==> src/rtl/i2c_pkg.sv <==
// Shared types and constants for the clk-sampled I2C target and its register file.
// Latency and backpressure: not applicable (declarations only).
package i2c_pkg;

  typedef enum logic [3:0] {
    IDLE,
    ADDR,
    ADDR_ACK,
    PTR,
    PTR_ACK,
    WDATA,
    WDATA_ACK,
    RDATA,
    RDATA_ACK,
    WAIT_STOP
  } state_t;

  localparam logic I2C_ACK  = 1'b0;
  localparam logic I2C_NACK = 1'b1;

  // Bit positions inside the address byte sent after START.
  localparam int RW_BIT   = 0;
  localparam int ADDR_LSB = 1;
  localparam int ADDR_MSB = 7;

endpackage

==> src/rtl/i2c_in_filter.sv <==
// SCL/SDA synchroniser, glitch filter and SCL-edge/START/STOP pulse generation.
// Latency: 2 sync + FILTER_LEN filter clks; backpressure: none, pulses are 1 clk wide.
module i2c_in_filter #(
  parameter int FILTER_LEN = 3
) (
  input  logic clk,
  input  logic rst_n,
  input  logic scl_i,
  input  logic sda_i,
  output logic sda_f,
  output logic scl_rise,
  output logic scl_fall,
  output logic start_det,
  output logic stop_det
);

  localparam int CW = $clog2(FILTER_LEN) + 1;
  localparam logic [CW-1:0] CNT_MAX = CW'(FILTER_LEN - 1);

  // Index 1 carries SCL, index 0 carries SDA.
  logic [1:0]         sync1, sync2, filt, filt_q;
  logic [1:0][CW-1:0] cnt;

  always_ff @(posedge clk or negedge rst_n) begin
    if (!rst_n) begin
      sync1  <= 2'b11;
      sync2  <= 2'b11;
      filt   <= 2'b11;
      filt_q <= 2'b11;
      cnt    <= '0;
    end else begin
      sync1  <= {scl_i, sda_i};
      sync2  <= sync1;
      filt_q <= filt;
      for (int i = 0; i < 2; i++) begin
        if (sync2[i] == filt[i]) begin
          cnt[i] <= '0;
        end else if (cnt[i] == CNT_MAX) begin
          filt[i] <= sync2[i];
          cnt[i]  <= '0;
        end else begin
          cnt[i] <= cnt[i] + 1'b1;
        end
      end
    end
  end

  assign sda_f     = filt[0];
  assign scl_rise  =  filt[1] & ~filt_q[1];
  assign scl_fall  = ~filt[1] &  filt_q[1];
  // SCL must be high on both samples so an SCL edge never doubles as START/STOP.
  assign start_det = filt[1] & filt_q[1] &  filt_q[0] & ~filt[0];
  assign stop_det  = filt[1] & filt_q[1] & ~filt_q[0] &  filt[0];

endmodule

==> src/rtl/i2c_target_regfile.sv <==
// I2C target sampled on clk, exposing a NUM_REGS x 8 register file with pointer auto-increment.
// Latency: ~FILTER_LEN+3 clks from pad edge to action; backpressure: none (ACKs every matched byte).
module i2c_target_regfile
  import i2c_pkg::*;
#(
  parameter logic [6:0] I2C_ADDR   = 7'h2A,
  parameter int         NUM_REGS   = 8,
  parameter int         FILTER_LEN = 3,
  localparam int        IDX_W      = $clog2(NUM_REGS)
) (
  input  logic                  clk,
  input  logic                  rst_n,
  input  logic                  scl_i,
  input  logic                  sda_i,
  output logic                  sda_oe,
  input  logic                  loc_wr_en,
  input  logic [IDX_W-1:0]      loc_wr_idx,
  input  logic [7:0]            loc_wr_data,
  output logic [NUM_REGS*8-1:0] regs_flat,
  output logic                  wr_strobe,
  output logic [IDX_W-1:0]      wr_idx,
  output logic                  busy
);

  logic sda_f, scl_rise, scl_fall, start_det, stop_det;

  i2c_in_filter #(.FILTER_LEN(FILTER_LEN)) u_in_filter (
    .clk       (clk),
    .rst_n     (rst_n),
    .scl_i     (scl_i),
    .sda_i     (sda_i),
    .sda_f     (sda_f),
    .scl_rise  (scl_rise),
    .scl_fall  (scl_fall),
    .start_det (start_det),
    .stop_det  (stop_det)
  );

  state_t           state, state_n;
  logic [2:0]       bit_cnt, bit_cnt_n;
  logic [7:0]       shift, shift_n, rx_byte;
  logic [IDX_W-1:0] ptr, ptr_n;
  logic             sda_oe_n, busy_n, rw, rw_n, i2c_we;
  logic [7:0]       regs [NUM_REGS];

  always_ff @(posedge clk or negedge rst_n) begin
    if (!rst_n) begin
      state   <= IDLE;
      bit_cnt <= 3'd7;
      shift   <= '0;
      ptr     <= '0;
      sda_oe  <= 1'b0;
      busy    <= 1'b0;
      rw      <= 1'b0;
    end else begin
      state   <= state_n;
      bit_cnt <= bit_cnt_n;
      shift   <= shift_n;
      ptr     <= ptr_n;
      sda_oe  <= sda_oe_n;
      busy    <= busy_n;
      rw      <= rw_n;
    end
  end

  always_comb begin
    state_n   = state;
    bit_cnt_n = bit_cnt;
    shift_n   = shift;
    ptr_n     = ptr;
    sda_oe_n  = sda_oe;
    busy_n    = busy;
    rw_n      = rw;
    i2c_we    = 1'b0;
    rx_byte   = {shift[6:0], sda_f};

    if (stop_det) begin
      state_n  = IDLE;
      sda_oe_n = 1'b0;
      busy_n   = 1'b0;
    end else if (start_det) begin
      state_n   = ADDR;
      bit_cnt_n = 3'd7;
    end else begin
      case (state)
        ADDR: begin
          if (scl_rise) begin
            shift_n = rx_byte;
            if (bit_cnt == 3'd0) begin
              if (rx_byte[ADDR_MSB:ADDR_LSB] == I2C_ADDR) begin
                state_n = ADDR_ACK;
                busy_n  = 1'b1;
                rw_n    = rx_byte[RW_BIT];
              end else begin
                state_n = WAIT_STOP;
              end
            end else begin
              bit_cnt_n = bit_cnt - 3'd1;
            end
          end else if (scl_fall) begin
            sda_oe_n = 1'b0;
          end
        end

        // First fall after the byte asserts ACK, the next one releases it.
        ADDR_ACK, PTR_ACK, WDATA_ACK: begin
          if (scl_fall) begin
            if (!sda_oe) begin
              sda_oe_n = 1'b1;
            end else begin
              sda_oe_n  = 1'b0;
              bit_cnt_n = 3'd7;
              if (state == ADDR_ACK && rw) begin
                state_n  = RDATA;
                shift_n  = regs[ptr];
                sda_oe_n = ~regs[ptr][7];
              end else if (state == ADDR_ACK) begin
                state_n = PTR;
              end else begin
                state_n = WDATA;
              end
            end
          end
        end

        PTR, WDATA: begin
          if (scl_rise) begin
            shift_n = rx_byte;
            if (bit_cnt == 3'd0) begin
              if (state == PTR) begin
                ptr_n   = rx_byte[IDX_W-1:0];
                state_n = PTR_ACK;
              end else begin
                i2c_we  = 1'b1;
                ptr_n   = ptr + 1'b1;
                state_n = WDATA_ACK;
              end
            end else begin
              bit_cnt_n = bit_cnt - 3'd1;
            end
          end else if (scl_fall) begin
            sda_oe_n = 1'b0;
          end
        end

        // shift[7] is always the bit currently on the bus.
        RDATA: begin
          if (scl_fall) begin
            if (bit_cnt == 3'd0) begin
              sda_oe_n = 1'b0;
              state_n  = RDATA_ACK;
            end else begin
              shift_n   = {shift[6:0], 1'b0};
              sda_oe_n  = ~shift[6];
              bit_cnt_n = bit_cnt - 3'd1;
            end
          end
        end

        RDATA_ACK: begin
          if (scl_rise) begin
            ptr_n = ptr + 1'b1;
            if (sda_f == I2C_NACK) begin
              state_n = WAIT_STOP;
            end
          end else if (scl_fall) begin
            state_n   = RDATA;
            bit_cnt_n = 3'd7;
            shift_n   = regs[ptr];
            sda_oe_n  = ~regs[ptr][7];
          end
        end

        default: begin
          if (scl_fall) begin
            sda_oe_n = 1'b0;
          end
        end
      endcase
    end
  end

  // The I2C write is applied last so it wins a same-index collision.
  always_ff @(posedge clk or negedge rst_n) begin
    if (!rst_n) begin
      for (int k = 0; k < NUM_REGS; k++) begin
        regs[k] <= '0;
      end
      wr_strobe <= 1'b0;
      wr_idx    <= '0;
    end else begin
      if (loc_wr_en) begin
        regs[loc_wr_idx] <= loc_wr_data;
      end
      if (i2c_we) begin
        regs[ptr] <= rx_byte;
        wr_idx    <= ptr;
      end
      wr_strobe <= i2c_we;
    end
  end

  for (genvar k = 0; k < NUM_REGS; k++) begin : g_flat
    assign regs_flat[8*k +: 8] = regs[k];
  end

endmodule
==> config.mk <==
export PLATFORM = sky130hd
export DESIGN_NAME = i2c_target_regfile
export DESIGN_NICKNAME = d
export VERILOG_FILES = /design/src/rtl/i2c_pkg.sv /design/src/rtl/i2c_in_filter.sv /design/src/rtl/i2c_target_regfile.sv
export SDC_FILE = /design/constraint.sdc
export NUM_CORES = 1
export LEC_CHECK = 0
export ABC_AREA = 1
export CORE_MARGIN = 1
export CORE_UTILIZATION = 59
export CTS_CLUSTER_DIAMETER = 200
export DETAILED_ROUTE_END_ITERATION = 6
export PLACE_DENSITY = 0.86
export SYNTH_ARGS = -nofsm -noshare
export SYNTH_HDL_FRONTEND = slang
export SYNTH_SLANG_ARGS = --single-unit
==> constraint.sdc <==
create_clock -name clk -period 5.63 [get_ports clk]
set_input_delay 1.126 -clock clk [delete_from_list [all_inputs] [get_ports clk]]
set_output_delay 1.126 -clock clk [all_outputs]
set_load 0.01 [all_outputs]
==> reports/results.ini <==
[timing]
finalHoldViolCount = 0
fin_crit_sh = 0.450
tightestPinTransition_ns = 0.783
clock_skew_ns = 0.0105
slew_headroom = 0.478
rsz0062_at_grt = no
setup_slack_ns = 3.10
min_period_ns = 2.53
setup_tns_ns = 0
holdWs_ns = 0.362
setup_violations = 0
drv_slew = 0
max_freq_mhz = 395

[setup_path]
crit_required_ns = 4.50
ff2ff_path_depth = 9
crit_arrival_ns = 1.41
crit_path_top_delay_cell = clkdlybuf4s50_1
path_delay_family = buffers and inverters
cp_max_fo = 3
path_cells = clkdlybuf4s50_1
slowest_delay_ns = 0.57
r2r-start = u_in_filter.filt[0]$_DFFE_PN1P_
critPathLaunchType = flop
r2r-end = shift[6]$_DFFE_PN0P_
cp-end-kind = output port
r2r_setup_slack_ns = 3.36
path_class = flop to output port
cp_num_buf_inv = 1

[power_and_ir_drop]
ir_drop_uv = 298
switching_power_mw = 1.57
power.internal_mw = 1.76
seqPwrFrac = 0.344
leakage_nw = 3.54
p_clk_frac = 0.137
power_density_nw_per_um2 = 475
swShare = 0.471
power_frac_comb = 0.518

[global_routing]
gr-max-usage-layer = met2
grt_util_met1 = 0.481
grt_pass1_wl_um = 27400
gr-usage-met3 = 0.0787
grt_max_degree = 61
antenna_found_initial = 0
grt_pass1_vias = 5460
use_met2 = 0.550
grtUsageTotal = 0.354
grt_overflow = 0

[die]
boundaryPins = 86
die_w_um = 102
start_util = 0.607
die-height_um = 102
dieArea_um2 = 10500
row_count = 36
core_area_um2 = 9770

[clock_network]
cts-root-buf = clkbuf_8
cts_buffers = 9
clock-sinks = 102
ctsResizeCount = 0
postCtsHoldBufs = 0
clk-insertion-delay-late_ns = 0.39
cts_buffer_depth = 2
cts_setup_buffers = 0
cts-htree-levels = 3
clk_pin_slew_worst_paths_ns = 0.10
cts_tree = yes

[placed_design]
port_buffers = 85
dpl_worst_slack_ns = 2.84
gp_congestion = 0.933
placedCellCount = 980
dp.final_hpwl_um = 12300

[synth]
synth_area_leaders = dfrtp_1, nand2_1, o21ai_0
synth_top_area_frac = 0.384
synth_nets = 806
yosys_warnings = 0
synthCells = 784
ys_types = 34
synth_seq_cells = 102
synthTopCellsByCount = nand2_1, dfrtp_1, o21ai_0
seq_area_frac_synth = 0.433
synth_ff_type = dfrtp_1
synth.avg_cell_area_um2 = 7.57
async_reset_ff_frac = 1.00
yosysTopAreaCell = dfrtp_1
synth_edf_count = 0
synth_area_um2 = 5930
yosysMostFrequentCell = nand2_1

[final_layout]
drive_above_1_share = 0.0997
syn_to_final_growth_pct = 18.1
nets = 880
num_antenna_cells = 0
fin_cells = 996
n_fill_cell = 804

[routing]
drt_wl_total_um = 17500
final_antenna_net_count = 0
wl_per_cell_um = 17.6
viasPerCell = 5.84
dr.pass1.iters = 7
vias = 5813
drtIter0Drc = 696
drcViolationCount = 0

[min_path]
hp-start = u_in_filter.sync1[0]$_DFF_PN1_
hold_depth = 0
hold_path_end = u_in_filter.sync2[0]$_DFF_PN1_
hp-class = flop to flop

[run_status]
status = finished clean

[run]
drv_cap = 0

layout by cell type, fill, tap and decap left out, types with 4 or more instances in the layout:
master,n
clkbuf_8,11
nand4_1,7
o21ai_0,86
o21ai_1,41
xnor2_1,4
a21oi_1,6
dfrtp_1,91
nor2_1,32
nand2_4,10
clkdlybuf4s50_1,84
o21ai_2,23
or2_2,12
nor3_1,4
nor2_2,4
o211ai_1,26
nand3_1,38
ha_1,6
dfstp_2,11
buf_4,4
nand2_1,264
inv_1,79
sequential cells by signal, indices dropped and copies added, names as in the netlist, 3 cells and up:
register,flops
state,4
shift,7
bit_cnt,3
ptr,3
wr_idx,3
regs_flat,64
u_in_filter.cnt,6
power by group through the flow:
stage          registers, mW  logic [mW]  clock network (mW)
5_1_grt                 1.17        1.90               0.492
3_3_place_gp            1.14        1.64                   0
4_1_cts                 1.14        1.70               0.464
2_1_floorplan           1.15        1.06                   0
6_report                1.15        1.73               0.457
3_5_place_dp            1.15        1.69                   0
how the worst max path moves through the flow:
stage,startpoint,endpoint,slack [ns],cells after the start
3_5_place_dp,loc_wr_en,regs_flat[53]$_DFF_PN0_,2.84,8
6_report,regs_flat[24]$_DFF_PN0_,regs_flat[24],3.10,1
5_1_grt,loc_wr_en,regs_flat[55]$_DFF_PN0_,3.01,7
4_1_cts,regs_flat[28]$_DFF_PN0_,regs_flat[28],3.07,1
2_1_floorplan,loc_wr_idx[1],regs_flat[57]$_DFF_PN0_,3.41,6
3_3_place_gp,loc_wr_en,regs_flat[55]$_DFF_PN0_,2.93,8
per-layer routing:
layer / up-vias / wire (um)
met3: 65 / 1680
met1: 2701 / 7100
met2: 340 / 8080
li1: 2707 / -
met4: 0 / 659
met5: - / 0
layout make-up:
cell class                      instances  area (um^2)  area share
Timing Repair Buffer                   88          871       0.124
Clock inverter                          5         42.5     0.00607
Tap cell                              133          166      0.0238
Multi-Input combinational cell        577         2910       0.415
Clock buffer                           11          151      0.0216
Inverter                               80          300      0.0429
Sequential cell                       102         2570       0.366
cell families (layout without fill, tap and decap cells):
kind of cell | count (synthesis) | after routing | synth area share
flip-flops | 102 | 102 | 0.433
adder cells (fa/ha/maj) | 6 | 6 | 0.0127
buffers and inverters | 105 | 184 | 0.0772
AO/OA/AOI/OAI | 185 | 185 | 0.183
multiplexers | 1 | 1 | 0.00169
AND/OR/NAND/NOR | 380 | 380 | 0.286
XOR/XNOR | 5 | 5 | 0.00738
stage by stage:
stage / utilization / total power [mW] / area (um^2)
floorplan: - / 2.21 / 5930
global placement: 0.697 / 2.77 / 6810
detailed placement: 0.697 / 2.84 / 6810
CTS: 0.717 / 3.30 / 7010
global route: 0.717 / 3.55 / 7010
finish: 0.717 / 3.33 / 7010
Note: power is estimated with default switching activity, not from simulation.
==> RTL change 1 (same settings) <==
The parameter `NUM_REGS` goes from 8 to 4. Comments in the files are not updated.
--- a/src/rtl/i2c_target_regfile.sv
+++ b/src/rtl/i2c_target_regfile.sv
@@ -4,7 +4,7 @@
   import i2c_pkg::*;
 #(
   parameter logic [6:0] I2C_ADDR   = 7'h2A,
-  parameter int         NUM_REGS   = 8,
+  parameter int         NUM_REGS   = 4,
   parameter int         FILTER_LEN = 3,
   localparam int        IDX_W      = $clog2(NUM_REGS)
 ) (
Ports: changed (resized loc_wr_idx, regs_flat and wr_idx); port bits go from 86 to 52. No check against the original RTL was run, so the function may have changed too.
==> RTL change 1 against the unedited design <==
Sequential cell count down 34. Worst setup slack worse by 0.049 ns. Core utilization up 2.2 points. Critical path depth up 4. Largest power group unchanged. Area after synthesis down 35%. Total power down 27%. Register-to-register slack worse by 0.31 ns. Cell area down 33%. Non-clock buffer count down 35. Fmax down 1.9%. Routed wire length down 43%. Synthesized cell count down 35%. Cell count down 36%.
==> RTL change 1: results (changes against the unedited design) <==
- Outcome: completed (unchanged)
- Vias per cell: 5.96 (was 5.84)
- Slowest stage delay, CP: 0.82 ns (was 0.57 ns)
- HPWL Detailed: 6880 um (was 12,300 um)
- Number of global-route vias before repair: 3,421 (was 5,460)
- Largest net degree at the start of global routing: 69 (was 61)
- GPL Wtd Cong: 0.968 (was 0.933)
- Leak: 0.00232 uW (was 0.00354 uW)
- Vias after detailed routing: 3,800 (was 5,813)
- Largest register FFs: 32 (was 64)
- Net switching share of the total power: 0.409 (was 0.471)
- First-pass GRT wire length: 16,000 um (was 27,400 um)
- Layout cells sized above 1: 0.0891 (was 0.0997)
- Clock group power: 593 uW (was 457 uW)
- DRT Pass-1 Iters: 5 (was 7)
- Routed WL: 10,100 um (was 17,500 um)
- Seq/Total Area, Yosys: 0.443 (was 0.433)
- Yosys cell types: 39 (was 34)
- Number of port buffers: 51 (was 85)
- Clk pwr share: 0.246 (was 0.137)
- Top cells by instance count after synthesis: nand2_1 (157), dfrtp_1 (57), o21ai_0 (51) (was nand2_1 (264), dfrtp_1 (91), o21ai_0 (86))
- Largest cells by area after synthesis: dfrtp_1 (37%), nand2_1 (15%), dfstp_2 (7.5%) (was dfrtp_1 (38%), nand2_1 (17%), o21ai_0 (7.3%))
- Crit Path Max Fanout: 20 (was 3)
- Worst-Skew Late Latency: 0.35 ns (was 0.39 ns)
- Final nets: 580 (was 880)
- Clock Skews: 0.00941 ns (was 0.0105 ns)
- Fillers: 488 (was 804)
- Adder-Cell Fraction of Synth Area: 0.0291 (was 0.0127)
[RTL change 1: changes by cell type in the layout (fill, tap and decap cells not counted), moves of 11 or more]
cell,delta
nand2_1,-107
inv_1,-37
o21ai_0,-35
clkdlybuf4s50_1,-34
dfrtp_1,-34
o211ai_1,-24
o21ai_1,-16
o21ai_2,-16
or2_2,-11
[RTL change 1: layer usage]
metal | global-route usage | up-vias | share of wire
met5 | 0 | - | 0
met4 | 0.135 | 0 | 0.023
met3 | 0.0437 | 25 | 0.079
met2 | 0.470 | 200 | 0.47
met1 | 0.398 | 1806 | 0.42
li1 | - | 1769 | -
[RTL change 1: path summary, 6_finish.rpt]
path / cells after the start / start / to / slack, ns
worst max-delay path: 5 / ptr[0] / regs_flat[19] / 3.05
worst min-delay path: 0 / u_in_filter.sync1[0] / u_in_filter.sync2[0] / 0.36
worst max register to register: 5 / ptr[0] / regs_flat[19] / 3.05
worst min register to register: 0 / u_in_filter.sync1[0] / u_in_filter.sync2[0] / 0.36
max in group asynchronous: 2 / rst_n / state[1] / 4.11
min in group asynchronous: 2 / rst_n / sda_oe / 0.94
[RTL change 1: critical path, delay by kind of cell, from the launching register on]
| family | cells | cell delay [ns] |
|---|---|---|
| AO/OA/AOI/OAI | 1 | 0.07 |
| flip-flops | 1 | 0.82 |
| adder cells (fa/ha/maj) | 1 | 0.51 |
| AND/OR/NAND/NOR | 2 | 0.33 |
| buffers and inverters | 1 | 0.77 |
[RTL change 1: cell type report]
cell class / count / area share
inverters: 46 / 0.0368
clock inverters: 6 / 0.0339
clock buffers: 10 / 0.0293
repair buffers: 53 / 0.111
multi-input cells: 378 / 0.403
well taps: 77 / 0.0205
flip-flops and latches: 68 / 0.366
==> RTL change 2 (same flow settings) <==
Without the edit above. Take the reset off `shift` and load it in a clocked block of its own.
--- a/src/rtl/i2c_target_regfile.sv
+++ b/src/rtl/i2c_target_regfile.sv
@@ -47,7 +47,6 @@
     if (!rst_n) begin
       state   <= IDLE;
       bit_cnt <= 3'd7;
-      shift   <= '0;
       ptr     <= '0;
       sda_oe  <= 1'b0;
       busy    <= 1'b0;
@@ -55,12 +54,15 @@
     end else begin
       state   <= state_n;
       bit_cnt <= bit_cnt_n;
-      shift   <= shift_n;
       ptr     <= ptr_n;
       sda_oe  <= sda_oe_n;
       busy    <= busy_n;
       rw      <= rw_n;
     end
+  end
+
+  always_ff @(posedge clk) begin
+    shift <= shift_n;
   end
 
   always_comb begin
Behaviour: no difference found for any inputs over 4 cycles, from zero or initial values and one cycle with rst_n low; that may be too few to reach the edited logic, so the function may still have changed.
==> RTL change 2 against the unedited design <==
Sequential cell count unchanged. First-iteration DRC count is 22% lower. Total power decreased by 1.2%. Routed wire length shrank 2.4%. Highest routed layer unchanged. Worst setup slack lost 0.16 ns. Cell area down 1.5%. Critical path type is now in -> reg. Area after synthesis is 2.1% lower. Clock power rose by 14%.
==> RTL change 2: results (changes against the unedited design) <==
- Outcome: completed (unchanged)
- Number of synthesized flops with an enable pin: 7 (was 0)
- Cell Area, Placed: 6680 um^2 (was 6810 um^2)
- Max Cap Viol: 0 (unchanged)
- First-pass GRT wire length: 26,900 um (was 27,400 um)
- All-layer global routing usage: 0.351 (was 0.354)
- Syn avg cell area: 7.81 um^2 (was 7.57 um^2)
- Worst path slowest cell: nor3_2 (was clkdlybuf4s50_1)
- Max-slew headroom: 0.313 (was 0.478)
- Initial antenna violation count: 0 (unchanged)
- HPWL Detailed: 12,200 um (was 12,300 um)
- Largest net degree at the start of global routing: 55 (was 61)
- Proportion of power drawn by flip-flops and latches: 0.361 (was 0.344)
- Fillers: 733 (was 804)
- Register area: 2600 um^2 (was 2570 um^2)
- Placed Cells: 934 (was 980)
- Max rail drop VDD: 0.000287 V (was 0.000298 V)
- Adder-Cell Fraction of Synth Area: 0.0129 (was 0.0127)
- Met3 wire length: 1940 um (was 1680 um)
- Top cells by instance count after synthesis: nand2_1 (205), o21ai_0 (96), dfrtp_1 (84) (was nand2_1 (264), dfrtp_1 (91), o21ai_0 (86))
- Slowest stage delay, CP: 0.82 ns (was 0.57 ns)
- Met3 global-route usage: 0.0814 (was 0.0787)
- Met1 Use GR: 0.504 (was 0.481)
- Wirelength per Cell: 18.0 um (was 17.6 um)
- DRT iter0 DRCs: 543 (was 696)
- Met2 wire len: 7640 um (was 8080 um)
- Number of global-route vias before repair: 5,161 (was 5,460)
- Post-synthesis compound-gate area fraction: 0.202 (was 0.183)
- GPL Wtd Cong: 0.921 (was 0.933)
- Wl on met1: 7010 um (was 7100 um)
- Vias per cell: 5.93 (was 5.84)
- Mapped Nets: 765 (was 806)
- Seq/Total Area, Yosys: 0.448 (was 0.433)
- CP arrival: 2.95 ns (was 1.41 ns)
- Clock transition at the registers of the reported paths: 0.11 ns
- Met2 Resource Use GR: 0.518 (was 0.550)
- Yosys cell types: 39 (was 34)
- DRT Pass-1 Iters: 5 (was 7)
- Leak: 0.00334 uW (was 0.00354 uW)
- Sw Pwr: 1510 uW (was 1570 uW)
- Final nets: 838 (was 880)
- Top delay family on crit path: simple AND/OR/NAND/NOR gates (was buffers and inverters)
- Clock Skews: 0.0184 ns (was 0.0105 ns)
- Mux cell area share after synthesis: 0.00172 (was 0.00169)
- Largest cells by area after synthesis: dfrtp_1 (36%), nand2_1 (13%), o21ai_0 (8.3%) (was dfrtp_1 (38%), nand2_1 (17%), o21ai_0 (7.3%))
## RTL change 2: area by class of cell
class	instances	share of cell area
repair buffers	88	0.126
multi-input cells	550	0.406
inverters	65	0.0354
well taps	129	0.0234
clock buffers	9	0.0180
flip-flops and latches	102	0.377
clock inverters	7	0.0141
## RTL change 2: path summary, 6_finish.rpt
| check | to | slack (ns) | cells past startpoint | from |
|---|---|---|---|---|
| min reg2reg | u_in_filter.sync2[0] | 0.36 | 0 | u_in_filter.sync1[0] |
| max | regs_flat[61] | 2.94 | 6 | loc_wr_idx[1] |
| min | u_in_filter.sync2[0] | 0.36 | 0 | u_in_filter.sync1[0] |
| max reg2reg | shift[1] | 3.20 | 8 | ptr[0] |
| max in group asynchronous | regs_flat[58] | 3.85 | 2 | rst_n |
| min in group asynchronous | regs_flat[47] | 0.71 | 1 | rst_n |
## RTL change 2: logic make-up (layout without fill, tap and decap cells)
family          after synthesis  count (layout)
simple gates                328             328
buf+inv                      91             169
xor+xnor                      5               5
flops                       102             102
mux                           1               1
fa+ha+maj                     6               6
compound gates              210             210
## RTL change 2: power groups by stage
stage | clock network [uW] | registers (uW) | logic (uW)
2_1_floorplan | 0 | 1200 | 940
3_3_place_gp | 0 | 1190 | 1510
3_5_place_dp | 0 | 1190 | 1540
4_1_cts | 525 | 1180 | 1550
5_1_grt | 550 | 1220 | 1730
6_report | 521 | 1190 | 1580
## RTL change 2: metrics by stage
stage | setup slack (ns) | hold slack [ns] | power (uW)
3_5_place_dp | 2.61 | 0.348 | 2730
4_1_cts | 2.99 | 0.365 | 3260
2_1_floorplan | 3.39 | 0.345 | 2140
5_1_grt | 2.81 | 0.372 | 3500
6_report | 2.94 | 0.364 | 3290
3_3_place_gp | 2.70 | 0.345 | 2690
